## config.mk

```make
export PLATFORM = sky130hd
export DESIGN_NAME = hazard_fwd_ctrl
export DESIGN_NICKNAME = d
export VERILOG_FILES = /design/src/rtl/hazard_fwd_ctrl.sv
export SDC_FILE = /design/constraint.sdc
export NUM_CORES = 1
export LEC_CHECK = 0
export CAP_MARGIN = 20
export CORE_AREA = 2 2 99 101
export DETAILED_ROUTE_END_ITERATION = 8
export DIE_AREA = 0 0 101 103
export GPL_TIMING_DRIVEN = 0
export PLACE_DENSITY = 0.65
export SYNTH_ARGS = -nofsm -noshare
export SYNTH_HDL_FRONTEND = slang
export SYNTH_SLANG_ARGS = --single-unit
```

## constraint.sdc

```tcl
create_clock -name clk -period 5.1 [get_ports clk]
set_input_delay 0.51 -clock clk [delete_from_list [all_inputs] [get_ports clk]]
set_output_delay 0.51 -clock clk [all_outputs]
set_load 0.05 [all_outputs]
```

## src/rtl/hazard_fwd_ctrl.sv

```systemverilog
// rtl/hazard_fwd_ctrl.sv - pipeline hazard detection, operand forwarding selects and stall/flush counters
module hazard_fwd_ctrl #(
    parameter int REG_AW = 5,
    parameter int CNT_W  = 16
) (
    input  logic              clk,
    input  logic              rst,
    input  logic              id_valid,
    input  logic [REG_AW-1:0] id_rs1,
    input  logic [REG_AW-1:0] id_rs2,
    input  logic              id_uses_rs1,
    input  logic              id_uses_rs2,
    input  logic [REG_AW-1:0] id_rd,
    input  logic              id_reg_wr,
    input  logic              id_is_load,
    input  logic              ex_br_taken,
    input  logic              mem_stall,
    output logic [1:0]        FselA,
    output logic [1:0]        FselB,
    output logic              stall_pc,
    output logic              stall_if_id,
    output logic              flush_if_id,
    output logic              flush_id_ex,
    output logic [CNT_W-1:0]  stall_cnt,
    output logic [CNT_W-1:0]  flush_cnt
);

    typedef struct packed {
        logic              valid;
        logic [REG_AW-1:0] rs1;
        logic [REG_AW-1:0] rs2;
        logic              uses_rs1;
        logic              uses_rs2;
        logic [REG_AW-1:0] rd;
        logic              reg_wr;
        logic              is_load;
    } ex_t;

    localparam logic [CNT_W-1:0] CNT_ONE = {{(CNT_W-1){1'b0}}, 1'b1};
    localparam logic [CNT_W-1:0] CNT_MAX = {CNT_W{1'b1}};

    ex_t               ex_q, ex_d;
    logic              mem_valid_q, mem_reg_wr_q, mem_is_load_q;
    logic [REG_AW-1:0] mem_rd_q;
    logic              wb_valid_q, wb_reg_wr_q;
    logic [REG_AW-1:0] wb_rd_q;
    logic [CNT_W-1:0]  stall_cnt_q, stall_cnt_d;
    logic [CNT_W-1:0]  flush_cnt_q, flush_cnt_d;

    logic mem_wr_ok, wb_wr_ok;
    logic mem_hit_rs1, mem_hit_rs2, wb_hit_rs1, wb_hit_rs2;
    logic load_use;

    // A load sitting in MEM has no data yet, so it is never a forwarding source.
    assign mem_wr_ok   = mem_valid_q && mem_reg_wr_q && !mem_is_load_q && (mem_rd_q != '0);
    assign wb_wr_ok    = wb_valid_q && wb_reg_wr_q && (wb_rd_q != '0);
    assign mem_hit_rs1 = mem_wr_ok && (mem_rd_q == ex_q.rs1);
    assign mem_hit_rs2 = mem_wr_ok && (mem_rd_q == ex_q.rs2);
    assign wb_hit_rs1  = wb_wr_ok && (wb_rd_q == ex_q.rs1);
    assign wb_hit_rs2  = wb_wr_ok && (wb_rd_q == ex_q.rs2);

    assign load_use = id_valid && ex_q.valid && ex_q.is_load && (ex_q.rd != '0) &&
                      ((id_uses_rs1 && (id_rs1 == ex_q.rd)) ||
                       (id_uses_rs2 && (id_rs2 == ex_q.rd)));

    always_comb begin
        FselA = 2'b00;
        FselB = 2'b00;
        if (ex_q.uses_rs1 && mem_hit_rs1)      FselA = 2'b01;
        else if (ex_q.uses_rs1 && wb_hit_rs1)  FselA = 2'b10;
        if (ex_q.uses_rs2 && mem_hit_rs2)      FselB = 2'b01;
        else if (ex_q.uses_rs2 && wb_hit_rs2)  FselB = 2'b10;
    end

    // Controls are forced low while reset is held, whatever the inputs do.
    always_comb begin
        stall_pc    = 1'b0;
        stall_if_id = 1'b0;
        flush_if_id = 1'b0;
        flush_id_ex = 1'b0;
        if (!rst) begin
            if (mem_stall) begin
                stall_pc    = 1'b1;
                stall_if_id = 1'b1;
            end else if (ex_br_taken) begin
                flush_if_id = 1'b1;
                flush_id_ex = 1'b1;
            end else if (load_use) begin
                stall_pc    = 1'b1;
                stall_if_id = 1'b1;
                flush_id_ex = 1'b1;
            end
        end
    end

    always_comb begin
        ex_d        = ex_q;
        stall_cnt_d = stall_cnt_q;
        flush_cnt_d = flush_cnt_q;
        if (!mem_stall) begin
            if (ex_br_taken) begin
                ex_d = '0;
                if (flush_cnt_q != CNT_MAX) flush_cnt_d = flush_cnt_q + CNT_ONE;
            end else if (load_use) begin
                ex_d = '0;
                if (stall_cnt_q != CNT_MAX) stall_cnt_d = stall_cnt_q + CNT_ONE;
            end else begin
                ex_d.valid    = id_valid;
                ex_d.rs1      = id_rs1;
                ex_d.rs2      = id_rs2;
                ex_d.uses_rs1 = id_uses_rs1;
                ex_d.uses_rs2 = id_uses_rs2;
                ex_d.rd       = id_rd;
                ex_d.reg_wr   = id_reg_wr;
                ex_d.is_load  = id_is_load;
            end
        end
    end

    always_ff @(posedge clk or posedge rst) begin
        if (rst) begin
            ex_q          <= '0;
            mem_valid_q   <= 1'b0;
            mem_reg_wr_q  <= 1'b0;
            mem_is_load_q <= 1'b0;
            mem_rd_q      <= '0;
            wb_valid_q    <= 1'b0;
            wb_reg_wr_q   <= 1'b0;
            wb_rd_q       <= '0;
            stall_cnt_q   <= '0;
            flush_cnt_q   <= '0;
        end else begin
            ex_q        <= ex_d;
            stall_cnt_q <= stall_cnt_d;
            flush_cnt_q <= flush_cnt_d;
            if (!mem_stall) begin
                mem_valid_q   <= ex_q.valid;
                mem_reg_wr_q  <= ex_q.reg_wr;
                mem_is_load_q <= ex_q.is_load;
                mem_rd_q      <= ex_q.rd;
                wb_valid_q    <= mem_valid_q;
                wb_reg_wr_q   <= mem_reg_wr_q;
                wb_rd_q       <= mem_rd_q;
            end
        end
    end

    assign stall_cnt = stall_cnt_q;
    assign flush_cnt = flush_cnt_q;

endmodule

```

* Word-level counts from Yosys, hierarchy flattened
Index checks and enable logic that the tools add are counted.
** Word-level totals
- Bits of input ports :: 24
- Register bits :: 67
- Output and inout bits :: 40
- Logic and storage cells :: 71
** Operators by class
- Eq/ne operators :: 8
- Add/sub/neg operators :: 2
- Multiplexer cells :: 16
- Reductions and logical operators :: 26
- Bitwise gates (word level) :: 2
** Operator list (count)
- 20-bit 2-to-1 mux :: 2
- 16-bit by 1-bit adder with 16-bit output (second input constant) :: 2
- 16-bit inequality test (second input constant) :: 2
- 5-bit equality test :: 6
- 1-bit logical AND :: 19
- 5-bit nonzero test :: 3
- 1-bit 2-to-1 mux :: 10
- 2-bit 2-to-1 mux :: 4
- 4-bit AND reduction :: 1
- 3-bit AND reduction :: 1
- 1-bit NOT :: 2
- 1-bit logical NOT :: 1
- 1-bit logical OR :: 1

* Longest topological paths before layout
Gate-level depths: netlist of the first run.
- Word-level depth :: 8
- Mapped depth :: 7
- Mapped depth without buffers :: 6

* Worst setup path after synthesis of the first run
Ideal clock, no wire load.
- Kind :: reg2out
- From :: reg mem_rd_q[1]
- To :: out FselA[1]
- Arrival :: 2.521 ns
- Slack :: 2.069 ns
- Stages on the path, launching flop included :: 5
- Buffers on the path :: 0
- Cells stage by stage :: dfrtp_1 > or4_1 > o21ai_0 > nor2_1 > nor3_1
** Between the ends
- Word-level cells in the longest chain between the ends :: 5
- Elaborated cells on any way between the ends :: 6
** Ends and longest elaborated chain
- start: declaration :: line 44 : logic [REG_AW-1:0] mem_rd_q;
- start signal: assignment :: line 140 : mem_rd_q <= ex_q.rd;
- 5-bit nonzero test :: line 55 : assign mem_wr_ok = mem_valid_q && mem_reg_wr_q && !mem_is_load_q && (mem_rd_q != '0);
- 1-bit logical AND :: line 55
- 1-bit logical AND * :: line 57 : assign mem_hit_rs1 = mem_wr_ok && (mem_rd_q == ex_q.rs1);
- 1-bit logical AND * :: line 69 : if (ex_q.uses_rs1 && mem_hit_rs1) FselA = 2'b01;
- 2-bit 2-to-1 mux * :: line 69
- end: declaration :: line 18 : output logic [1:0] FselA,
Every way passes the cells marked *; elsewhere a longest branch is shown, timed or not.

* Worst setup path in the final report of the first run
- From :: in id_rs2[0]
- To :: out stall_pc
** Between the ends
- Word-level cells in the longest chain between the ends :: 8
** Ends and longest elaborated chain
- start: declaration :: line 10 : input logic [REG_AW-1:0] id_rs2,
- 5-bit equality test :: line 64 : (id_uses_rs2 && (id_rs2 == ex_q.rd)));
- 1-bit logical AND :: line 64
- 1-bit logical OR :: line 63 : ((id_uses_rs1 && (id_rs1 == ex_q.rd)) ||
- 1-bit logical AND :: line 62 : assign load_use = id_valid && ex_q.valid && ex_q.is_load && (ex_q.rd != '0) &&
- 1-bit 2-to-1 mux :: line 88 : end else if (load_use) begin
- 1-bit 2-to-1 mux :: line 85 : end else if (ex_br_taken) begin
- 1-bit 2-to-1 mux :: line 82 : if (mem_stall) begin
- 1-bit 2-to-1 mux :: line 81 : if (!rst) begin
- end: declaration :: line 20 : output logic stall_pc,
No other way between the ends.

==> results.md, run 1 <==
* Status: complete, no violations
* Multi-input gate area at 1550 um2
* Detailed placement HPWL at 5730 um
* Worst-skew pair later-pin latency at 0.33 ns
* Yosys warnings at 0
* Routed via count at 2496
* Post-route cell area at 4250 um2
* Worst path required time at 4.59 ns
* Routability cong. at 0.804
* Layout cells sized above 1 at 12.1%
* Final period util at 73.2%
* Final Power at 0.00134 W
* # Max-Cap Violations at 0
* Mapped Area at 3310 um2
* Die height at 103 um
* Final Critical Period at 3.73 ns
* Pre-CTS setup slack at 1.35 ns
* Die Width at 101 um
* First-pass DRT Iterations at 4
* Yosys reg bits at 67
* Synth async-reset ratio at 100%
* Ant diodes at 0
* RSZ-0062 raised after global routing: false
* Initial antenna violation count at 0
* Placeable core area at 9460 um2
* Final setup skew at 0.00760 ns
* CTS buffer count at 9
* Root buffer cell: clkbuf_8
* Die area at 10400 um2
* Main synth FF type: dfrtp_1
* CTS tree: done
* Synthesized netlist cell count at 287
* Relative slew slack at 46.3%
* Fmax achieved at 268 MHz
* Global-route total usage across every layer at 16.2%
* WS Path Type: in -> out
* Worst slew pin tran at 0.806 ns
* Max Slew Vio Count at 0
* Sequential area share after synthesis at 50.7%
* Routed WL at 7890 um
* CP Max Fanout at 10
* Avg WL per Cell at 16.5 um
* WHS at 0.491 ns
* Pin count of the biggest net entering global routing at 68
* WP data arrival at 3.22 ns
* # port buffers at 63
* Worst Hold Class: reg -> reg
* Hold buffers post-CTS at 0
* Vias/cell at 5.22
* Initial core utilization at 35.0%
* Power Density at 316 nW/um2
* Leakage at 1.80 nW
* CP endpoint kind: output port
* Rows at 36
* Ports at 64
* Max Root-Sink Buffers at 2
* Post-CTS setup buffers at 0
* CTS sink count at 67
* Final critical-path setup slack at 1.37 ns
* EDFF count, synth at 0
* Reg area at 1680 um2
* Fill cells at 909
* Placement Cell Area at 4090 um2
* DRT antenna net count at 0
* Fin Setup TNS at 0 ns
* Critical path startpoint category: primary input
* Post-CTS resize count at 0
* Vias in the first global route at 2479
* Avg Cell Area, Syn at 11.5 um2
* Netlist cell types at 36
* Commonest non-fill, non-tap cell in the layout: dfrtp_1
* First-pass GRT wire length at 12900 um
* Grt ovf at 0
* DRT iter0 DRCs at 89
* Commonest cells after routing, fill and taps aside: dfrtp_1 (67), clkdlybuf4s50_1 (63), xnor2_1 (40)
* Drt drc at 0
* Syn nets at 313
* VDD IR-drop max at 0.000184 V
* # setup viols final at 0
* Nets at 387
* # H-tree levels at 3
* P&R area growth vs syn at 28.5%
* Clock transition at path regs at 0.07 ns
* Final Hold Fails at 0
layer usage:
metal  part of all wire [%]  global-route usage, %  vias to the layer above
met5                      0                      0                        -
met3                    4.7                   4.88                        6
met1                     45                   20.8                     1246
li1                       -                      -                     1193
met4                   0.82                   4.47                        0
met2                     50                   26.9                       51
synthesized netlist by cell type (all sizes together) (2+ instances only):
cell / number / share of area, %
and3: 8 / 1.5
a22o: 20 / 5.3
o21ai: 2 / 0.30
nand3: 21 / 3.2
nor2: 11 / 1.2
buf: 7 / 1.5
nand4: 18 / 3.4
or4: 3 / 0.79
nand2b: 2 / 0.38
a31oi: 3 / 0.76
a21oi: 3 / 0.79
nand2: 9 / 1.0
inv: 4 / 0.45
clkbuf: 4 / 0.45
ha: 2 / 0.76
xor2: 19 / 5.0
dfrtp: 67 / 51
xnor2: 40 / 11
and4: 4 / 1.1
or2: 2 / 0.38
mux2: 17 / 5.8
nor4: 8 / 1.5
nor3: 7 / 1.1
kinds of logic after synthesis:
kind of cell / synth area share, %
flops: 50.7
fa+ha+maj: 0.756
xor+xnor: 15.6
buf+inv: 2.42
simple gates: 15.8
mux: 5.78
compound gates: 8.96
registers in the layout, indices dropped and copies added, names as in the netlist:
name           count
ex_q              20
flush_cnt         16
mem_is_load_q      1
mem_rd_q           5
mem_reg_wr_q       1
mem_valid_q        1
stall_cnt         16
wb_rd_q            5
wb_reg_wr_q        1
wb_valid_q         1
worst max-delay path, stage by stage:
cell and delay [ns]:
clkdlybuf4s50_1 0.54, xnor2_1 0.14, nand4_1 0.18, o22ai_4 0.36
buf_2 0.29, a31oi_1 0.14, nor2_1 0.16, buf_4 0.12
clkdlybuf4s50_1 0.78
report_power, final:
| part | internal [W] | switching [W] | leakage [nW] | total [W] |
|---|---|---|---|---|
| Combinational | 0.000134 | 0.000173 | 0.827 | 0.000307 |
| Clock | 0.000197 | 0.000190 | 0.0843 | 0.000387 |
| Sequential | 0.000581 | 0.0000682 | 0.892 | 0.000649 |
cell type report:
type                    count  area share (%)
repair buffers             63            14.8
multi-input cells         205            36.5
flip-flops and latches     67            39.4
plain buffers              11            1.53
clock buffers              12            3.65
well taps                 114            3.35
inverters                   4           0.412
clock inverters             2           0.294
final timing paths:
| path | start | to | slack (ns) | depth (start not counted) |
|---|---|---|---|---|
| max | id_rs2[0] | stall_pc | 1.37 | 9 |
| min in group asynchronous | rst | flush_cnt[2] | 0.81 | 2 |
| min reg2reg | flush_cnt[13] | flush_cnt[13] | 0.49 | 1 |
| max in group asynchronous | rst | ex_q[3] | 3.77 | 2 |
| max reg2reg | ex_q[2] | stall_cnt[5] | 3.21 | 6 |
| min | flush_cnt[13] | flush_cnt[13] | 0.49 | 1 |
per-stage QoR:
step,cells,utilization (%)
2_1_floorplan,287,-
3_3_place_gp,464,43.2
3_5_place_dp,464,43.2
4_1_cts,478,45.0
5_1_grt,478,45.0
6_report,478,45.0
No activity file was read; power rests on OpenSTA's default activity.
==> inputs of run 2 (changes only) <==
--- a/config.mk
+++ b/config.mk
@@ -10,7 +10,7 @@
 export DETAILED_ROUTE_END_ITERATION = 8
 export DIE_AREA = 0 0 101 103
 export GPL_TIMING_DRIVEN = 0
-export PLACE_DENSITY = 0.65
+export PLACE_DENSITY = 0.68
 export SYNTH_ARGS = -nofsm -noshare
 export SYNTH_HDL_FRONTEND = slang
 export SYNTH_SLANG_ARGS = --single-unit
==> constraint.sdc (replaced) <==
create_clock -name clk -period 3.3 [get_ports clk]
set_input_delay 0.33 -clock clk [delete_from_list [all_inputs] [get_ports clk]]
set_output_delay 0.33 -clock clk [all_outputs]
set_load 0.05 [all_outputs]
==> run 2 against run 1 <==
Clock-buffer cell count decreased by 1. Power grew 54%. Critical path depth fell by 2. Critical endpoint is now stall_if_id.
==> results.md, run 2 (synthesis gave the netlist of run 1 again) <==
* CTS tree: done (unchanged)
* Final period util at 92.9%
* DRT iter0 DRCs at 74 (was 89)
* P&R area growth vs syn at 29.0% (was 28.5%)
* Routed WL at 7850 um (was 7890 um)
* Status: complete, no violations (unchanged)
* VDD IR-drop max at 0.000204 V (was 0.000184 V)
* CTS buffer count at 9 (unchanged)
* Worst Hold Class: reg -> reg (unchanged)
* # Max-Cap Violations at 0 (unchanged)
* Hold buffers post-CTS at 0 (unchanged)
* Relative slew slack at 61.1% (was 46.3%)
* First-pass DRT Iterations at 4 (unchanged)
* Pin count of the biggest net entering global routing at 44 (was 68)
* Reg2reg start: ex_q[6] (was ex_q[2])
* Comb pwr share at 22.8% (was 22.9%)
* Worst hold path cell count at 1 (unchanged)
* Routability cong. at 0.852 (was 0.804)
* Ports at 64 (unchanged)
* FF-to-FF End: stall_cnt[3] (was stall_cnt[5])
* Global-route total usage across every layer at 16.1% (was 16.2%)
* Rows at 36 (unchanged)
* Initial core utilization at 35.0% (unchanged)
* Max Root-Sink Buffers at 2 (unchanged)
* Layout cells sized above 1 at 12.8% (was 12.1%)
* CP Max Fanout at 10 (unchanged)
* Die Width at 101 um (unchanged)
* Hold_sp: flush_cnt[13] (unchanged)
* Drt drc at 0 (unchanged)
* RSZ-0062 raised after global routing: false (unchanged)
* CTS sink count at 67 (unchanged)
* WS Path Type: reg -> out (was in -> out)
* Fmax achieved at 326 MHz
* WP data arrival at 2.73 ns (was 3.22 ns)
* Max Slew Vio Count at 0 (unchanged)
* # H-tree levels at 3 (unchanged)
* Nets at 388 (was 387)
* Power Density at 484 nW/um2 (was 316 nW/um2)
* Post-CTS setup buffers at 0 (unchanged)
* Die area at 10400 um2 (unchanged)
* Worst slew pin tran at 0.584 ns (was 0.806 ns)
* Final Hold Fails at 0 (unchanged)
* Leakage at 1.83 nW (was 1.80 nW)
* Ant diodes at 0 (unchanged)
* Final critical-path setup slack at 0.235 ns (was 1.37 ns)
* Detailed placement HPWL at 5850 um (was 5730 um)
* Placeable core area at 9460 um2 (unchanged)
* Initial antenna violation count at 0 (unchanged)
* Worst-skew pair later-pin latency at 0.33 ns (about the same)
* Reg2Reg Depth at 6 (unchanged)
* Routed via count at 2512 (was 2496)
* Die height at 103 um (unchanged)
* Reg power frac at 48.5% (was 48.3%)
* Sw Pwr at 0.000676 W (was 0.000431 W)
* First-pass GRT wire length at 12800 um (was 12900 um)
* DRT antenna net count at 0 (unchanged)
* # port buffers at 63 (unchanged)
* Vias/cell at 5.23 (was 5.22)
* WHS at 0.496 ns (was 0.491 ns)
* Vias in the first global route at 2528 (was 2479)
* Final setup skew at 0.0154 ns (was 0.00760 ns)
* Commonest non-fill, non-tap cell in the layout: dfrtp_1 (unchanged)
* Grt ovf at 0 (unchanged)
* Most flop-heavy register: ex_q (unchanged)
* Hold path endpoint: flush_cnt[13] (unchanged)
* CP endpoint kind: output port (unchanged)
* R2r setup slk at 1.37 ns (was 3.21 ns)
* Worst path required time at 2.97 ns (was 4.59 ns)
* Final core utilization at 45.1% (was 45.0%)
* Net Sw Frac at 32.7% (was 32.1%)
* Commonest cells after routing, fill and taps aside: dfrtp_1 (67), clkdlybuf4s50_1 (60), xnor2_1 (40) (was dfrtp_1 (67), clkdlybuf4s50_1 (63), xnor2_1 (40))
* Int Power at 0.00139 W (was 0.000911 W)
* Clk pwr share at 28.7% (was 28.8%)
* Clock transition at path regs at 0.07 ns (about the same)
* Final Power at 0.00207 W (was 0.00134 W)
* Pre-CTS setup slack at -0.101 ns (was 1.35 ns)
* Critical path startpoint category: flip-flop (was primary input)
* Avg WL per Cell at 16.4 um (was 16.5 um)
* # setup viols final at 0 (unchanged)
* Max FFs per register at 20 (unchanged)
* CP startpoint: ex_q[6] (was id_rs2[0])
* Root buffer cell: clkbuf_8 (unchanged)
* Final Critical Period at 3.06 ns
-- run 2: cell types whose count changed in the layout (fill, tap and decap cells not counted) --
cell,delta
buf_12,+1
clkinvlp_4,+2
dlygate4sd2_1,+1
clkbuf_2,+1
inv_4,-1
clkdlybuf4s50_1,-3
clkbuf_8,-1
inv_2,+1
dlymetal6s2s_1,+1
-- run 2: final cells by class --
type                            instances  area, um2
Timing Repair Buffer                   64        647
Buffer                                 11       65.1
Sequential cell                        67       1680
Fill cell                             885       5190
Tap cell                              114        143
Multi-Input combinational cell        205       1550
Inverter                                4       15.0
Clock inverter                          4       27.5
Clock buffer                           11        141
-- run 2: worst max path at each step --
stage                       end  slack, ns
floorplan              FselA[1]       0.45
global placement       stall_pc      -0.09
detailed placement     stall_pc      -0.10
CTS                 flush_id_ex       0.01
global route        stall_if_id       0.06
finish              stall_if_id       0.24
-- run 2: stage by stage --
stage | std cells | cell area, um2 | TNS, ns
floorplan | 287 | 3310 | 0
global placement | 464 | 4080 | -0.104
detailed placement | 465 | 4100 | -0.111
CTS | 480 | 4270 | 0
global route | 480 | 4270 | 0
finish | 480 | 4270 | 0
-- run 2: what timing repair did --
item | in CTS | in global routing
resized for setup | 2 | 3
endpoints found under the setup margin | 2 | 2
cloned | 0 | 0
-- run 2: routing by layer --
metal	up-vias	GRT usage, %	part of all wire (%)
met1	1247	21.3	45
met5	-	0	0
li1	1193	-	-
met4	0	6.34	1.9
met3	15	4.27	5.1
met2	57	25.2	48
-- run 2: critical path, cell delays in order, from the launching register on --
cell and delay (ns):
dfrtp_1 0.48, xnor2_1 0.20, nand4_1 0.16, o22ai_4 0.38, buf_2 0.30, a31oi_1 0.11
nor2_1 0.20, dlygate4sd2_1 0.55
-- run 2: power by group through the flow --
| stage | Combinational, W | Sequential, W | Clock [W] |
|---|---|---|---|
| final | 0.000471 | 0.00100 | 0.000593 |
| after global routing | 0.000511 | 0.00102 | 0.000655 |
| after global placement | 0.000465 | 0.00102 | 0 |
| after CTS | 0.000476 | 0.00100 | 0.000617 |
| after detailed placement | 0.000475 | 0.00102 | 0 |
| after floorplan | 0.000209 | 0.00111 | 0 |
==> inputs of run 3 (changes only) <==
--- a/config.mk
+++ b/config.mk
@@ -10,7 +10,6 @@
 export DETAILED_ROUTE_END_ITERATION = 8
 export DIE_AREA = 0 0 101 103
 export GPL_TIMING_DRIVEN = 0
-export PLACE_DENSITY = 0.68
 export SYNTH_ARGS = -nofsm -noshare
 export SYNTH_HDL_FRONTEND = slang
 export SYNTH_SLANG_ARGS = --single-unit
==> run 3 against run 2 <==
Hold slack better by 0.0088 ns. Clock power increased by 34%. Clock-buffer cell count down 1. Critical endpoint unchanged. Highest routed layer unchanged. Via count down 1.4%.
==> results.md, run 3 (synthesis gave the netlist of run 1 again) <==
* Post-CTS setup buffers at 0 (unchanged)
* # setup viols final at 0 (unchanged)
* Buf+Inv Stages, Crit Path at 2 (unchanged)
* Relative slew slack at 44.9% (was 61.1%)
* CP cell instances: xnor2_1 > nand4_1 > o22ai_4 > buf_2 > a31oi_1 > nor2_1 > dlygate4sd2_1 (unchanged)
* RSZ-0062 raised after global routing: false (unchanged)
* Max Slew Vio Count at 0 (unchanged)
* # H-tree levels at 3 (unchanged)
* Routed via count at 2476 (was 2512)
* Drt drc at 0 (unchanged)
* Status: complete, no violations (unchanged)
* Avg WL per Cell at 16.5 um (was 16.4 um)
* Initial antenna violation count at 0 (unchanged)
* P&R area growth vs syn at 30.4% (was 29.0%)
* CP startpoint: ex_q[2] (was ex_q[6])
* Fin Setup TNS at 0 ns (unchanged)
* Die height at 103 um (unchanged)
* Pin count of the biggest net entering global routing at 68 (was 44)
* Most flop-heavy register: ex_q (unchanged)
* DRT iter0 DRCs at 78 (was 74)
* Final period util at 91.5% (was 92.9%)
* Ports at 64 (unchanged)
* Hold path endpoint: stall_cnt[13] (was flush_cnt[13])
* Max FFs per register at 20 (unchanged)
* # Max-Cap Violations at 0 (unchanged)
* R2r setup slk at 1.43 ns (was 1.37 ns)
* Reg2reg start: flush_cnt[5] (was ex_q[6])
* CP endpoint kind: output port (unchanged)
* Nets at 387 (was 388)
* FF-to-FF End: flush_cnt[1] (was stall_cnt[3])
* Worst-skew pair later-pin latency at 0.34 ns (was 0.33 ns)
* CTS tree: done (unchanged)
* WHS at 0.504 ns (was 0.496 ns)
* Placeable core area at 9460 um2 (unchanged)
* Vias in the first global route at 2548 (was 2528)
* Commonest cells after routing, fill and taps aside: dfrtp_1 (67), clkdlybuf4s50_1 (60), xnor2_1 (40) (unchanged)
* Critical path startpoint category: flip-flop (unchanged)
* Worst hold path cell count at 1 (unchanged)
* Final Hold Fails at 0 (unchanged)
* Worst path required time at 2.97 ns (about the same)
* Final Critical Period at 3.02 ns (was 3.06 ns)
* Final setup skew at 0.0152 ns (was 0.0154 ns)
* Leakage at 1.86 nW (was 1.83 nW)
* WS Path Type: reg -> out (unchanged)
* Vias/cell at 5.16 (was 5.23)
* Multi-input gate area at 1550 um2 (unchanged)
* Power Density at 524 nW/um2 (was 484 nW/um2)
* CTS sink count at 67 (unchanged)
* WP data arrival at 2.69 ns (was 2.73 ns)
* Routed WL at 7910 um (was 7850 um)
* First-pass DRT Iterations at 4 (unchanged)
* DRT antenna net count at 0 (unchanged)
* Die area at 10400 um2 (unchanged)
* Grt ovf at 0 (unchanged)
* Global-route total usage across every layer at 16.3% (was 16.1%)
* Commonest non-fill, non-tap cell in the layout: dfrtp_1 (unchanged)
* Ant diodes at 0 (unchanged)
* Max Root-Sink Buffers at 2 (unchanged)
* Post-CTS resize count at 3 (was 2)
* Reg2Reg Depth at 5 (was 6)
* Hold_sp: stall_cnt[13] (was flush_cnt[13])
* Detailed placement HPWL at 5750 um (was 5850 um)
* Fmax achieved at 331 MHz (was 326 MHz)
* First-pass GRT wire length at 13100 um (was 12800 um)
* Fill cells at 918 (was 885)
* Largest delay share family, worst path: buffers and inverters (unchanged)
* Layout cells sized above 1 at 13.4% (was 12.8%)
* Root buffer cell: clkbuf_8 (unchanged)
* Routability cong. at 0.836 (was 0.852)
* Worst Hold Class: reg -> reg (unchanged)
* CP Max Fanout at 10 (unchanged)
* Hold buffers post-CTS at 0 (unchanged)
* Initial core utilization at 35.0% (unchanged)
* Crit-path max cell delay at 0.56 ns (was 0.55 ns)
* Die Width at 101 um (unchanged)
* # port buffers at 63 (unchanged)
* Slowest CP cell: dlygate4sd2_1 (unchanged)
* VDD IR-drop max at 0.000231 V (was 0.000204 V)
* Worst slew pin tran at 0.827 ns (was 0.584 ns)
* Clock transition at path regs at 0.09 ns (was 0.07 ns)
* Reg area at 1680 um2 (unchanged)
* Rows at 36 (unchanged)
* CTS buffer count at 9 (unchanged)
-- run 3: cell type report --
cell class / count / share of cell area, %
Timing Repair Buffer: 63 / 14.5
Clock inverter: 6 / 2.20
Multi-Input combinational cell: 205 / 36.0
Buffer: 11 / 1.54
Clock buffer: 10 / 3.19
Tap cell: 114 / 3.31
Sequential cell: 67 / 38.9
Inverter: 4 / 0.406
-- run 3: worst max-delay path by stage --
stage | endpoint | slack, ns | cells past startpoint
after floorplan | FselA[1] | 0.45 | 4
after global placement | stall_pc | -0.08 | 7
after detailed placement | stall_pc | -0.13 | 7
after CTS | flush_id_ex | 0.02 | 7
after global routing | stall_if_id | 0.08 | 7
final | stall_if_id | 0.28 | 7
-- run 3: where the power goes --
part | switching (W) | internal (W) | leakage (nW)
clock | 0.000338 | 0.000454 | 0.117
sequential | 0.000105 | 0.000896 | 0.892
combinational | 0.000265 | 0.000204 | 0.850
-- run 3: through the flow --
stage          setup WS, ns  util, %  cell area, um2  power [W]  cells
3_3_place_gp        -0.0777     43.2            4080    0.00148    464
4_1_cts              0.0245     45.6            4320    0.00229    480
3_5_place_dp         -0.130     43.2            4090    0.00149    464
6_report              0.279     45.6            4320    0.00226    480
2_1_floorplan         0.449        -            3310    0.00132    287
5_1_grt              0.0824     45.6            4320    0.00237    480
-- run 3: per-layer routing --
layer | track usage (%) | vias up | routed length [um]
met5 | 0 | - | 0
met3 | 2.98 | 6 | 261
met2 | 26.4 | 50 | 3790
met4 | 5.30 | 0 | 65
li1 | - | 1195 | -
met1 | 22.3 | 1225 | 3790
